===== src/rtl/alu_exec_if.sv =====
// Request/response bundle between the ALU run-control
// state machine (master) and the ALU execution unit (slave).
interface alu_exec_if #(
  parameter int WIDTH = 8
);
  logic             load;
  logic [1:0]       opcode;
  logic [WIDTH-1:0] a;
  logic [WIDTH-1:0] b;
  logic             busy;
  logic             done;
  logic [WIDTH-1:0] result;
  logic             overflow;

  modport master (
    output load, opcode, a, b,
    input  busy, done, result, overflow
  );

  modport slave (
    input  load, opcode, a, b,
    output busy, done, result, overflow
  );
endinterface


===== src/rtl/alu_exec_unit.sv =====
// Multi-cycle ALU: single-cycle ADD/SUB, WIDTH-step
// shift-add MUL and restoring DIV.
module alu_exec_unit #(
  parameter int WIDTH = 8
) (
  input logic      clk,
  input logic      rst,
  alu_exec_if.slave bus
);

  localparam int CW = (WIDTH > 2) ? $clog2(WIDTH) : 1;
  localparam logic [1:0] OP_ADD = 2'b00;
  localparam logic [1:0] OP_SUB = 2'b01;
  localparam logic [1:0] OP_MUL = 2'b10;
  localparam logic [1:0] OP_DIV = 2'b11;

  typedef enum logic [1:0] {
    IDLE,
    EXEC,
    DONE
  } state_t;

  state_t state;
  state_t state_nx;
  logic   start;
  logic   fin;

  logic [1:0]         op_q;
  logic [WIDTH-1:0]   a_q;
  logic [WIDTH-1:0]   b_q;
  logic [2*WIDTH-1:0] mc_q;
  logic [2*WIDTH-1:0] acc_q;
  logic [CW-1:0]      cnt_q;
  logic [WIDTH-1:0]   res_q;
  logic               ovf_q;

  logic [2*WIDTH-1:0] mul_nx;
  logic [WIDTH:0]     rem_sh;
  logic [WIDTH+1:0]   trial;
  logic               qbit;
  logic [WIDTH-1:0]   rem_nx;
  logic [WIDTH-1:0]   quo_nx;
  logic [WIDTH:0]     sum;
  logic [WIDTH:0]     diff;
  logic [WIDTH-1:0]   fin_res;
  logic               fin_ovf;
  logic               ld_multi;

  // State register
  always_ff @(posedge clk or posedge rst) begin
    if (rst) state <= IDLE;
    else     state <= state_nx;
  end

  // Next state and control strobes
  always_comb begin
    state_nx = state;
    start    = 1'b0;
    fin      = 1'b0;
    unique case (state)
      IDLE: begin
        if (bus.load) begin
          state_nx = EXEC;
          start    = 1'b1;
        end
      end
      EXEC: begin
        if (cnt_q == '0) begin
          state_nx = DONE;
          fin      = 1'b1;
        end
      end
      DONE: begin
        if (bus.load) begin
          state_nx = EXEC;
          start    = 1'b1;
        end else begin
          state_nx = IDLE;
        end
      end
      default: state_nx = IDLE;
    endcase
  end

  // One iteration step for MUL and DIV, plus ADD/SUB
  always_comb begin
    mul_nx = acc_q + (b_q[0] ? mc_q : '0);
    rem_sh = {acc_q[WIDTH-1:0], a_q[WIDTH-1]};
    trial  = {1'b0, rem_sh} - {2'b00, b_q};
    qbit   = ~trial[WIDTH+1];
    rem_nx = qbit ? trial[WIDTH-1:0]
                  : rem_sh[WIDTH-1:0];
    quo_nx = {a_q[WIDTH-2:0], qbit};
    sum    = {1'b0, a_q} + {1'b0, b_q};
    diff   = {1'b0, a_q} - {1'b0, b_q};
  end

  // Final result/flag selected by the captured opcode
  always_comb begin
    fin_res = '0;
    fin_ovf = 1'b0;
    unique case (1'b1)
      (op_q == OP_ADD): begin
        fin_res = sum[WIDTH-1:0];
        fin_ovf = sum[WIDTH];
      end
      (op_q == OP_SUB): begin
        fin_res = diff[WIDTH-1:0];
        fin_ovf = diff[WIDTH];
      end
      (op_q == OP_MUL): begin
        fin_res = mul_nx[WIDTH-1:0];
        fin_ovf = |mul_nx[2*WIDTH-1:WIDTH];
      end
      (op_q == OP_DIV): begin
        if (b_q == '0) begin
          fin_res = '1;
          fin_ovf = 1'b1;
        end else begin
          fin_res = quo_nx;
          fin_ovf = 1'b0;
        end
      end
      default: ;
    endcase
  end

  // Divide by zero skips iteration entirely
  always_comb begin
    ld_multi = 1'b0;
    if (bus.opcode == OP_MUL)
      ld_multi = 1'b1;
    else if (bus.opcode == OP_DIV)
      ld_multi = (bus.b != '0);
  end

  // Operand capture, iteration and result register
  always_ff @(posedge clk or posedge rst) begin
    if (rst) begin
      op_q  <= '0;
      a_q   <= '0;
      b_q   <= '0;
      mc_q  <= '0;
      acc_q <= '0;
      cnt_q <= '0;
      res_q <= '0;
      ovf_q <= 1'b0;
    end else if (start) begin
      op_q  <= bus.opcode;
      a_q   <= bus.a;
      b_q   <= bus.b;
      mc_q  <= {{WIDTH{1'b0}}, bus.a};
      acc_q <= '0;
      cnt_q <= ld_multi ? CW'(WIDTH - 1) : '0;
    end else if (state == EXEC) begin
      if (fin) begin
        res_q <= fin_res;
        ovf_q <= fin_ovf;
      end else begin
        cnt_q <= cnt_q - 1'b1;
      end
      if (op_q == OP_MUL) begin
        acc_q <= mul_nx;
        mc_q  <= mc_q << 1;
        b_q   <= b_q >> 1;
      end else if (op_q == OP_DIV && b_q != '0) begin
        acc_q <= {{WIDTH{1'b0}}, rem_nx};
        a_q   <= quo_nx;
      end
    end
  end

  assign bus.busy     = (state == EXEC);
  assign bus.done     = (state == DONE);
  assign bus.result   = res_q;
  assign bus.overflow = ovf_q;

endmodule


===== src/flat_wrapper.sv =====
// flat-port wrapper written by rule: the top's interface ports become plain ports
module alu_exec_unit_flat 
#(
  parameter int WIDTH = 8
)
  (clk, rst, bus_load, bus_opcode, bus_a, bus_b, bus_busy, bus_done, bus_result, bus_overflow);
  alu_exec_if #(.WIDTH(WIDTH)) bus_i ();
  input logic clk;
  input logic rst;
  input wire logic [$bits(bus_i.load)-1:0] bus_load;
  input wire logic [$bits(bus_i.opcode)-1:0] bus_opcode;
  input wire logic [$bits(bus_i.a)-1:0] bus_a;
  input wire logic [$bits(bus_i.b)-1:0] bus_b;
  output wire logic [$bits(bus_i.busy)-1:0] bus_busy;
  output wire logic [$bits(bus_i.done)-1:0] bus_done;
  output wire logic [$bits(bus_i.result)-1:0] bus_result;
  output wire logic [$bits(bus_i.overflow)-1:0] bus_overflow;
  assign bus_i.load = bus_load;
  assign bus_i.opcode = bus_opcode;
  assign bus_i.a = bus_a;
  assign bus_i.b = bus_b;
  assign bus_busy = bus_i.busy;
  assign bus_done = bus_i.done;
  assign bus_result = bus_i.result;
  assign bus_overflow = bus_i.overflow;
  alu_exec_unit #(.WIDTH(WIDTH)) u_core (.clk(clk), .rst(rst), .bus(bus_i));
endmodule

===== config.mk =====
export PLATFORM = sky130hd
export DESIGN_NAME = alu_exec_unit_flat
export DESIGN_NICKNAME = d
export VERILOG_FILES = /design/src/rtl/alu_exec_if.sv /design/src/rtl/alu_exec_unit.sv /design/src/flat_wrapper.sv
export SDC_FILE = /design/constraint.sdc
export NUM_CORES = 1
export LEC_CHECK = 0
export ABC_AREA = 1
export CAP_MARGIN = 20
export CORE_MARGIN = 4
export CORE_UTILIZATION = 40
export DETAILED_ROUTE_END_ITERATION = 16
export GPL_TIMING_DRIVEN = 0
export PLACE_DENSITY = 0.66
export SLEW_MARGIN = 20
export SYNTH_ARGS = -nofsm -noshare
export SYNTH_HDL_FRONTEND = slang
export SYNTH_SLANG_ARGS = --single-unit

===== constraint.sdc =====
create_clock -name clk -period 3 [get_ports clk]
set_clock_uncertainty 0.1 [all_clocks]
set_input_delay 0.3 -clock clk [delete_from_list [all_inputs] [get_ports clk]]
set_output_delay 0.3 -clock clk [all_outputs]
set_load 0.005 [all_outputs]

==> results of run 1 <==
cells by family (layout without fill, tap and decap cells):
group	after synthesis	in the layout	share of synthesized area
DFF	64	64	0.311
adders and majority gates	45	45	0.115
xor gates and xnor gates	4	4	0.00679
buffers and inverters	136	183	0.107
and+or+nand+nor	366	366	0.302
AOI/OAI and AO/OA	138	138	0.158
worst reg2reg max path: stages (launching register included):
cell      delay [ns]
dfrtp_1         0.40
clkbuf_4        0.27
nand2_1         0.07
inv_1           0.06
ha_1            0.15
inv_1           0.05
fa_1            0.35
inv_1           0.11
nand3_1         0.08
nand3_1         0.15
nand2_1         0.09
nand2_1         0.06
nand2_1         0.04
nand2_1         0.09
nand3_1         0.08
nor2_1          0.16
nand2_1         0.13
nand2_1         0.08
a21oi_1         0.05
path summary, 6_finish.rpt:
kind                       depth (start not counted)  slack [ns]                   end
hold reg to reg                                    2        0.40      u_core.acc_q[10]
hold / removal                                     2        0.19      u_core.acc_q[11]
setup / recovery                                  18        0.30   u_core.bus.overflow
min in group clk                                   2        0.40      u_core.acc_q[10]
max in group asynchronous                          3        2.08  u_core.bus.result[0]
setup reg to reg                                  18        0.30   u_core.bus.overflow
final cells by class:
cell class,count,area share
well taps,172,0.0357
inverters,119,0.0745
multi-input cells,553,0.498
flip-flops and latches,64,0.266
repair buffers,32,0.0548
clock buffers,11,0.0403
plain buffers,16,0.0174
clock inverters,5,0.0133
flip-flops by register name (all words and copies together), names as in the netlist:
name	cells
u_core.b_q	8
u_core.state	2
u_core.op_q	2
u_core.a_q	8
u_core.acc_q	16
u_core.cnt_q	3
u_core.bus.overflow	1
u_core.mc_q	16
u_core.bus.result	8
cell usage after synthesis, drive strengths merged:
library cell | count | area [µm²]
o2111ai | 1 | 8.76
nand2 | 239 | 917
fa | 4 | 80.1
a31o | 1 | 8.76
and2 | 1 | 6.26
ha | 41 | 513
nand3b | 6 | 45.0
or2 | 5 | 33.8
nand3 | 50 | 255
xnor2 | 3 | 26.3
a211oi | 2 | 15.0
a41oi | 2 | 17.5
nor4 | 1 | 6.26
clkbuf | 8 | 31.3
a21oi | 35 | 183
o21ai | 63 | 327
nor2 | 50 | 213
xor2 | 1 | 8.76
a21o | 1 | 7.51
dfrtp | 64 | 1600
o211ai | 15 | 118
nand4 | 6 | 37.5
o21a | 1 | 7.51
o221ai | 1 | 8.76
buf | 9 | 75.1
a31oi | 7 | 43.8
a22o | 1 | 8.76
a221oi | 3 | 26.3
o22ai | 2 | 12.5
inv | 119 | 447
o311ai | 1 | 8.76
nor3 | 8 | 45.0
o21bai | 2 | 15.0
per-layer routing:
metal  vias up  wire length [µm]
met5         -                 0
li1       2535                 -
met1      2289              7010
met2       137              6130
met4         0               379
met3        26               887
per-stage QoR:
step                      hold slack, ns  utilization  setup TNS (ns)  std cells  area (µm²)
after floorplan                    0.321            -               0        753        5160
after global placement             0.383        0.450          -18.80        956        5680
after detailed placement           0.392        0.452               0        957        5710
after CTS                          0.204        0.477               0        972        6020
after global routing               0.225        0.478               0        972        6030
final                              0.194        0.478               0        972        6030
cell usage in the layout (no fill, tap or decap), drive strengths merged:
| master | count |
|---|---|
| nand2 | 239 |
| inv | 119 |
| dfrtp | 64 |
| o21ai | 63 |
| nand3 | 50 |
| nor2 | 50 |
| ha | 41 |
| a21oi | 35 |
| clkdlybuf4s50 | 31 |
| clkbuf | 19 |
| o211ai | 15 |
| buf | 9 |
| nor3 | 8 |
| a31oi | 7 |
| nand3b | 6 |
| nand4 | 6 |
| or2 | 5 |
| fa | 4 |
| a221oi | 3 |
| xnor2 | 3 |
| a41oi | 2 |
| a211oi | 2 |
| o21bai | 2 |
| o22ai | 2 |
| clkinvlp | 2 |
| bufinv | 2 |
| a21o | 1 |
| and2 | 1 |
| nor4 | 1 |
| a31o | 1 |
| o221ai | 1 |
| o311ai | 1 |
| xor2 | 1 |
| o21a | 1 |
| o2111ai | 1 |
| a22o | 1 |
| clkinv | 1 |
what timing repair did:
item,4_1_cts,5_1_grt
setup buffers,0,0
resized for setup,0,1
cloned,0,0
setup endpoints to repair,1,1
report_power, final:
group | internal, W | total [W] | switching (W)
Sequential | 0.00124 | 0.00157 | 0.000329
Combinational | 0.00163 | 0.00442 | 0.00279
Clock | 0.000749 | 0.00116 | 0.000409
Total | 0.00362 | 0.00714 | 0.00353
==> metrics.md, run 1 <==
| Metric | Value |
|---|---|
| Status | `complete, no violations` |
| CP Data Required Time | `3.13 ns` |
| Clk_lat worst skew | `0.34 ns` |
| GRT met2 Usage | `0.302` |
| Slowest-stage cell, CP | `dfrtp_1` |
| Share of cells above drive strength 1 | `0.0750` |
| First-pass GRT wire length | `23800 µm` |
| Crit path from | `u_core.b_q[0]` |
| CP max FO | `17` |
| Root Driver | `clkbuf_16` |
| Final setup margin | `0.301 ns` |
| CP top delay family | `simple AND/OR/NAND/NOR gates` |
| CP cell instances | `clkbuf_4 > nand2_1 > inv_1 > ha_1 > inv_1 > fa_1 > inv_1 > nand3_1 > nand3_1 > nand2_1 > nand2_1 > nand2_1 > nand2_1 > nand3_1 > nor2_1 > nand2_1 > nand2_1 > a21oi_1` |
| Vias in the first global route | `4720` |
| Drt pass-1 iters | `5` |
| # fillers | `1315` |
| Met1 Use GR | `0.296` |
| Max_slew headroom | `0.520` |
| Sequential fraction of the synthesis area | `0.311` |
| WL final | `14400 µm` |
| Vias per Instance | `5.13` |
| Leakage | `3.22 nW` |
| Initial DRC Count | `389` |
| Arrival @ worst endpoint | `2.83 ns` |
| Die height | `122 µm` |
| Worst path max stage delay | `0.40 ns` |
| Area delta synth->final | `16.9%` |
| Die Width | `122 µm` |
| Buffers on Ports | `31` |
| Hold Path Class | `in2async` |
| Fin crit share | `0.900` |
| Syn Area/Cell | `6.85 µm²` |
| Slew Limit Fails | `0` |
| Post-synthesis cell type count | `49` |
| Ys Warns | `0` |
| Crit end category | `register` |
| Hold Vio Cnt, Final | `0` |
| Io pins | `32` |
| Met3 Usage GRT | `0.0404` |
| Crit start category | `register` |
| Ant diodes | `0` |
| Num CTS Buffers | `9` |
| Crit Path Class | `reg2reg` |
| Largest net degree at the start of global routing | `39` |
| Initial cell density of the core | `0.409` |
| GR peak layer | `met2` |
| Hpwl dp | `11200 µm` |
| Routed len/inst | `14.8 µm` |
| # hold bufs at CTS | `0` |
| Vias | `4987` |
| Die ar. | `14800 µm²` |
| Initial antenna violation count | `0` |
| Yosys reg bits | `64` |
| Cells after Synth | `753` |
| Bufs on Longest Clock Path | `2` |
| Tmin final | `2.70 ns` |
| H-tree levels | `3` |
| Bufs and invs on worst path | `4` |
| ANT nets after route | `0` |
| DP Worst Slack | `0.0135 ns` |
| VDD IR max | `473 µV` |
| CTS tree | `yes` |
| Final total power | `0.00714 W` |
| DRC violations left | `0` |
| RSZ-0062 raised after global routing | `false` |
| Routability cong. | `0.911` |
| Max Cap Viol | `0` |
| GRT Util Overall | `0.206` |
| CTS sink cnt | `64` |
| Synth Net Count | `819` |
| Worst R2R Start | `u_core.b_q[0]` |
| Std cell rows | `41` |
| Synthesized cell area | `5160 µm²` |
| Core area | `12600 µm²` |
| Worst Tran Pin Value | `0.717 ns` |
| Worst-path clk slew | `0.06 ns` |
| Maximum clock rate | `0.370 GHz` |
| Grt total ovfl | `0` |
| Fin nets | `861` |
| Register area | `1600 µm²` |
| Final setup viols | `0` |
| Footprint of the multi-input gates | `3000 µm²` |
| Crit-path most repeated cell | `nand2_1` |
| Power per Cell Area | `1190 nW/µm²` |
(Power assumes the default switching activity.)
==> inputs of run 2 (changes only) <==
--- a/config.mk
+++ b/config.mk
@@ -6,7 +6,6 @@
 export NUM_CORES = 1
 export LEC_CHECK = 0
 export ABC_AREA = 1
-export CAP_MARGIN = 20
 export CORE_MARGIN = 4
 export CORE_UTILIZATION = 40
 export DETAILED_ROUTE_END_ITERATION = 16
==> results of run 2 <==
The final DEF is identical to that of run 1; final timing and power are the same.
==> inputs of run 3 (changes only) <==
--- a/config.mk
+++ b/config.mk
@@ -6,6 +6,7 @@
 export NUM_CORES = 1
 export LEC_CHECK = 0
 export ABC_AREA = 1
+export CORE_ASPECT_RATIO = 1.5
 export CORE_MARGIN = 4
 export CORE_UTILIZATION = 40
 export DETAILED_ROUTE_END_ITERATION = 16
==> run 3 against run 2 <==
  * Critical path depth did not move
  * Routed wire length is 3.9% higher
  * Via count increased by 0.44%
  * Critical endpoint unchanged
  * Largest cell class unchanged
==> metrics.md, run 3 (synthesized netlist as in run 1, its figures left out) <==
| Metric | Value |
|---|---|
| Status | `complete, no violations` |
| WL final | `15000 µm (+3.9%)` |
| Hold Path Class | `in2async` |
| Final instance area | `6050 µm² (+0.39%)` |
| Final total power | `0.00729 W (+2.0%)` |
| Hpwl dp | `11900 µm (+6.2%)` |
| DRC violations left | `0 (unchanged)` |
| Vias per Instance | `5.24 (+2.1%)` |
| Share of cells above drive strength 1 | `0.0763 (+0.00125)` |
| Most common cell after layout, fill and taps aside | `nand2_1` |
| Max Cap Viol | `0 (unchanged)` |
| CTS sink cnt | `64 (unchanged)` |
| CP Data Required Time | `3.12 ns (about the same)` |
| Drt pass-1 iters | `5 (unchanged)` |
| Num CTS Buffers | `9 (unchanged)` |
| Leakage | `3.25 nW (+0.80%)` |
| CTS tree | `yes` |
| Placed Instances | `941 (-1.7%)` |
| Vias in the first global route | `4803 (+1.8%)` |
| Hold Vio Cnt, Final | `0 (unchanged)` |
| Buffers on Ports | `31 (unchanged)` |
| Worst R2R Start | `u_core.b_q[0]` |
| Die ar. | `14800 µm² (+0.26%)` |
| Placed Instance Area | `5690 µm² (-0.22%)` |
| Crit end category | `register` |
| Worst Tran Pin Value | `0.743 ns (+0.0266 ns)` |
| Final setup viols | `0 (unchanged)` |
| Arrival @ worst endpoint | `2.89 ns (+0.06 ns)` |
| Initial DRC Count | `299 (-23%)` |
| CP max FO | `17 (unchanged)` |
| # fillers | `1297 (-1.4%)` |
| ANT nets after route | `0 (unchanged)` |
| Routability cong. | `0.896 (-1.7%)` |
| Slew Limit Fails | `0 (unchanged)` |
| Crit path from | `u_core.b_q[0]` |
| Tmin final | `2.78 ns (+0.0780 ns)` |
| Footprint of the multi-input gates | `3000 µm² (unchanged)` |
| Vias | `5009 (+0.44%)` |
| First-pass GRT wire length | `24300 µm (+1.7%)` |
| Root Driver | `clkbuf_16` |
| Power per Cell Area | `1200 nW/µm² (+1.6%)` |
| Most frequent cells in the layout | `nand2_1, inv_1, dfrtp_1, o21ai_0, nand3_1` |
| Crit start category | `register` |
| Fin crit share | `0.926 (+0.0260)` |
| Final core occ | `0.481 (+0.00360)` |
| Io pins | `32 (unchanged)` |
| Fin cells | `956 (-1.6%)` |
| Ant diodes | `0 (unchanged)` |
| Fin nets | `861 (unchanged)` |
| Die Width | `101 µm (-17%)` |
| Bufs on Longest Clock Path | `2 (unchanged)` |
| Clk_lat worst skew | `0.34 ns (about the same)` |
| Initial antenna violation count | `0 (unchanged)` |
| Routed len/inst | `15.7 µm (+5.6%)` |
| Grt total ovfl | `0 (unchanged)` |
| Core area | `12600 µm² (-0.36%)` |
| Largest net degree at the start of global routing | `50 (+28%)` |
| Die height | `147 µm (+21%)` |
| VDD IR max | `554 µV (+17%)` |
| Max_slew headroom | `0.503 (-0.0178)` |
| H-tree levels | `3 (unchanged)` |
| Regs by FF count | `u_core.acc_q: 16 flops, u_core.mc_q: 16 flops` |
| Crit Path Class | `reg2reg` |
| Worst-path clk slew | `0.06 ns (about the same)` |
| Area delta synth->final | `17.3%` |
| Register area | `1600 µm² (unchanged)` |
| Initial cell density of the core | `0.410 (+0.00146)` |
| GRT Util Overall | `0.209 (+0.00290)` |
| Worst hold margin | `0.137 ns (-0.0566 ns)` |
| Maximum clock rate | `0.360 GHz (-2.8%)` |
| RSZ-0062 raised after global routing | `false` |
| Std cell rows | `50 (+22%)` |
-- run 3: layout make-up --
| type | count | area share |
|---|---|---|
| clock buffer | 10 | 0.0395 |
| sequential | 64 | 0.265 |
| tap | 156 | 0.0323 |
| buffer | 16 | 0.0180 |
| timing repair buffer | 32 | 0.0558 |
| multi-input combinational | 553 | 0.496 |
| inverter | 119 | 0.0742 |
| clock inverter | 6 | 0.0192 |
-- run 3: timing repair --
action,CTS,global route
resized for setup,0,3
cloned,0,0
setup endpoints to repair,1,1
pin swaps,0,0
hold buffers,0,0
setup buffers,0,0
-- run 3: metrics by stage --
stage                     setup WS, ns  TNS, ns
final                            0.223        0
after global routing            0.0248        0
after detailed placement        -0.190   -0.190
after floorplan                  0.495        0
after global placement          -0.273   -17.22
after CTS                       0.0722        0
-- run 3: per-layer routing --
metal | up-vias | global-route usage | share of wire | routed length, µm
li1 | 2545 | - | - | -
met3 | 28 | 0.0271 | 0.025 | 370
met5 | - | 0 | 0 | 0
met2 | 92 | 0.372 | 0.53 | 7970
met1 | 2344 | 0.249 | 0.41 | 6110
met4 | 0 | 0.0870 | 0.034 | 504
-- run 3: worst max-delay path, cell delays in order (launching register included) --
cell and delay [ns]:
dfrtp_1 0.44, buf_6 0.20, nand2_1 0.07, inv_1 0.09
ha_1 0.17, inv_1 0.05, fa_1 0.35, inv_1 0.12
nand3_1 0.08, nand3_1 0.14, nand3_1 0.12, nand3_1 0.08
nand2_1 0.05, nand2_1 0.10, nand2_1 0.06, nor2_1 0.15
nand2_1 0.11, nand2_1 0.11, a21oi_1 0.07
-- run 3: worst paths after layout --
path,slack (ns),cells past startpoint,to
hold reg to reg,0.40,2,u_core.acc_q[8]
max in group asynchronous,2.13,3,u_core.acc_q[5]
hold / removal,0.14,2,u_core.mc_q[15]
setup reg to reg,0.22,18,u_core.bus.overflow
min in group clk,0.40,2,u_core.acc_q[8]
setup / recovery,0.22,18,u_core.bus.overflow
-- run 3: where the power goes --
part | switching [W] | internal, W | leakage (nW) | total (W)
Clock | 0.000411 | 0.000838 | 0.173 | 0.00125
Sequential | 0.000358 | 0.00124 | 0.807 | 0.00160
Combinational | 0.00280 | 0.00164 | 2.27 | 0.00444
Total | 0.00357 | 0.00371 | 3.25 | 0.00729
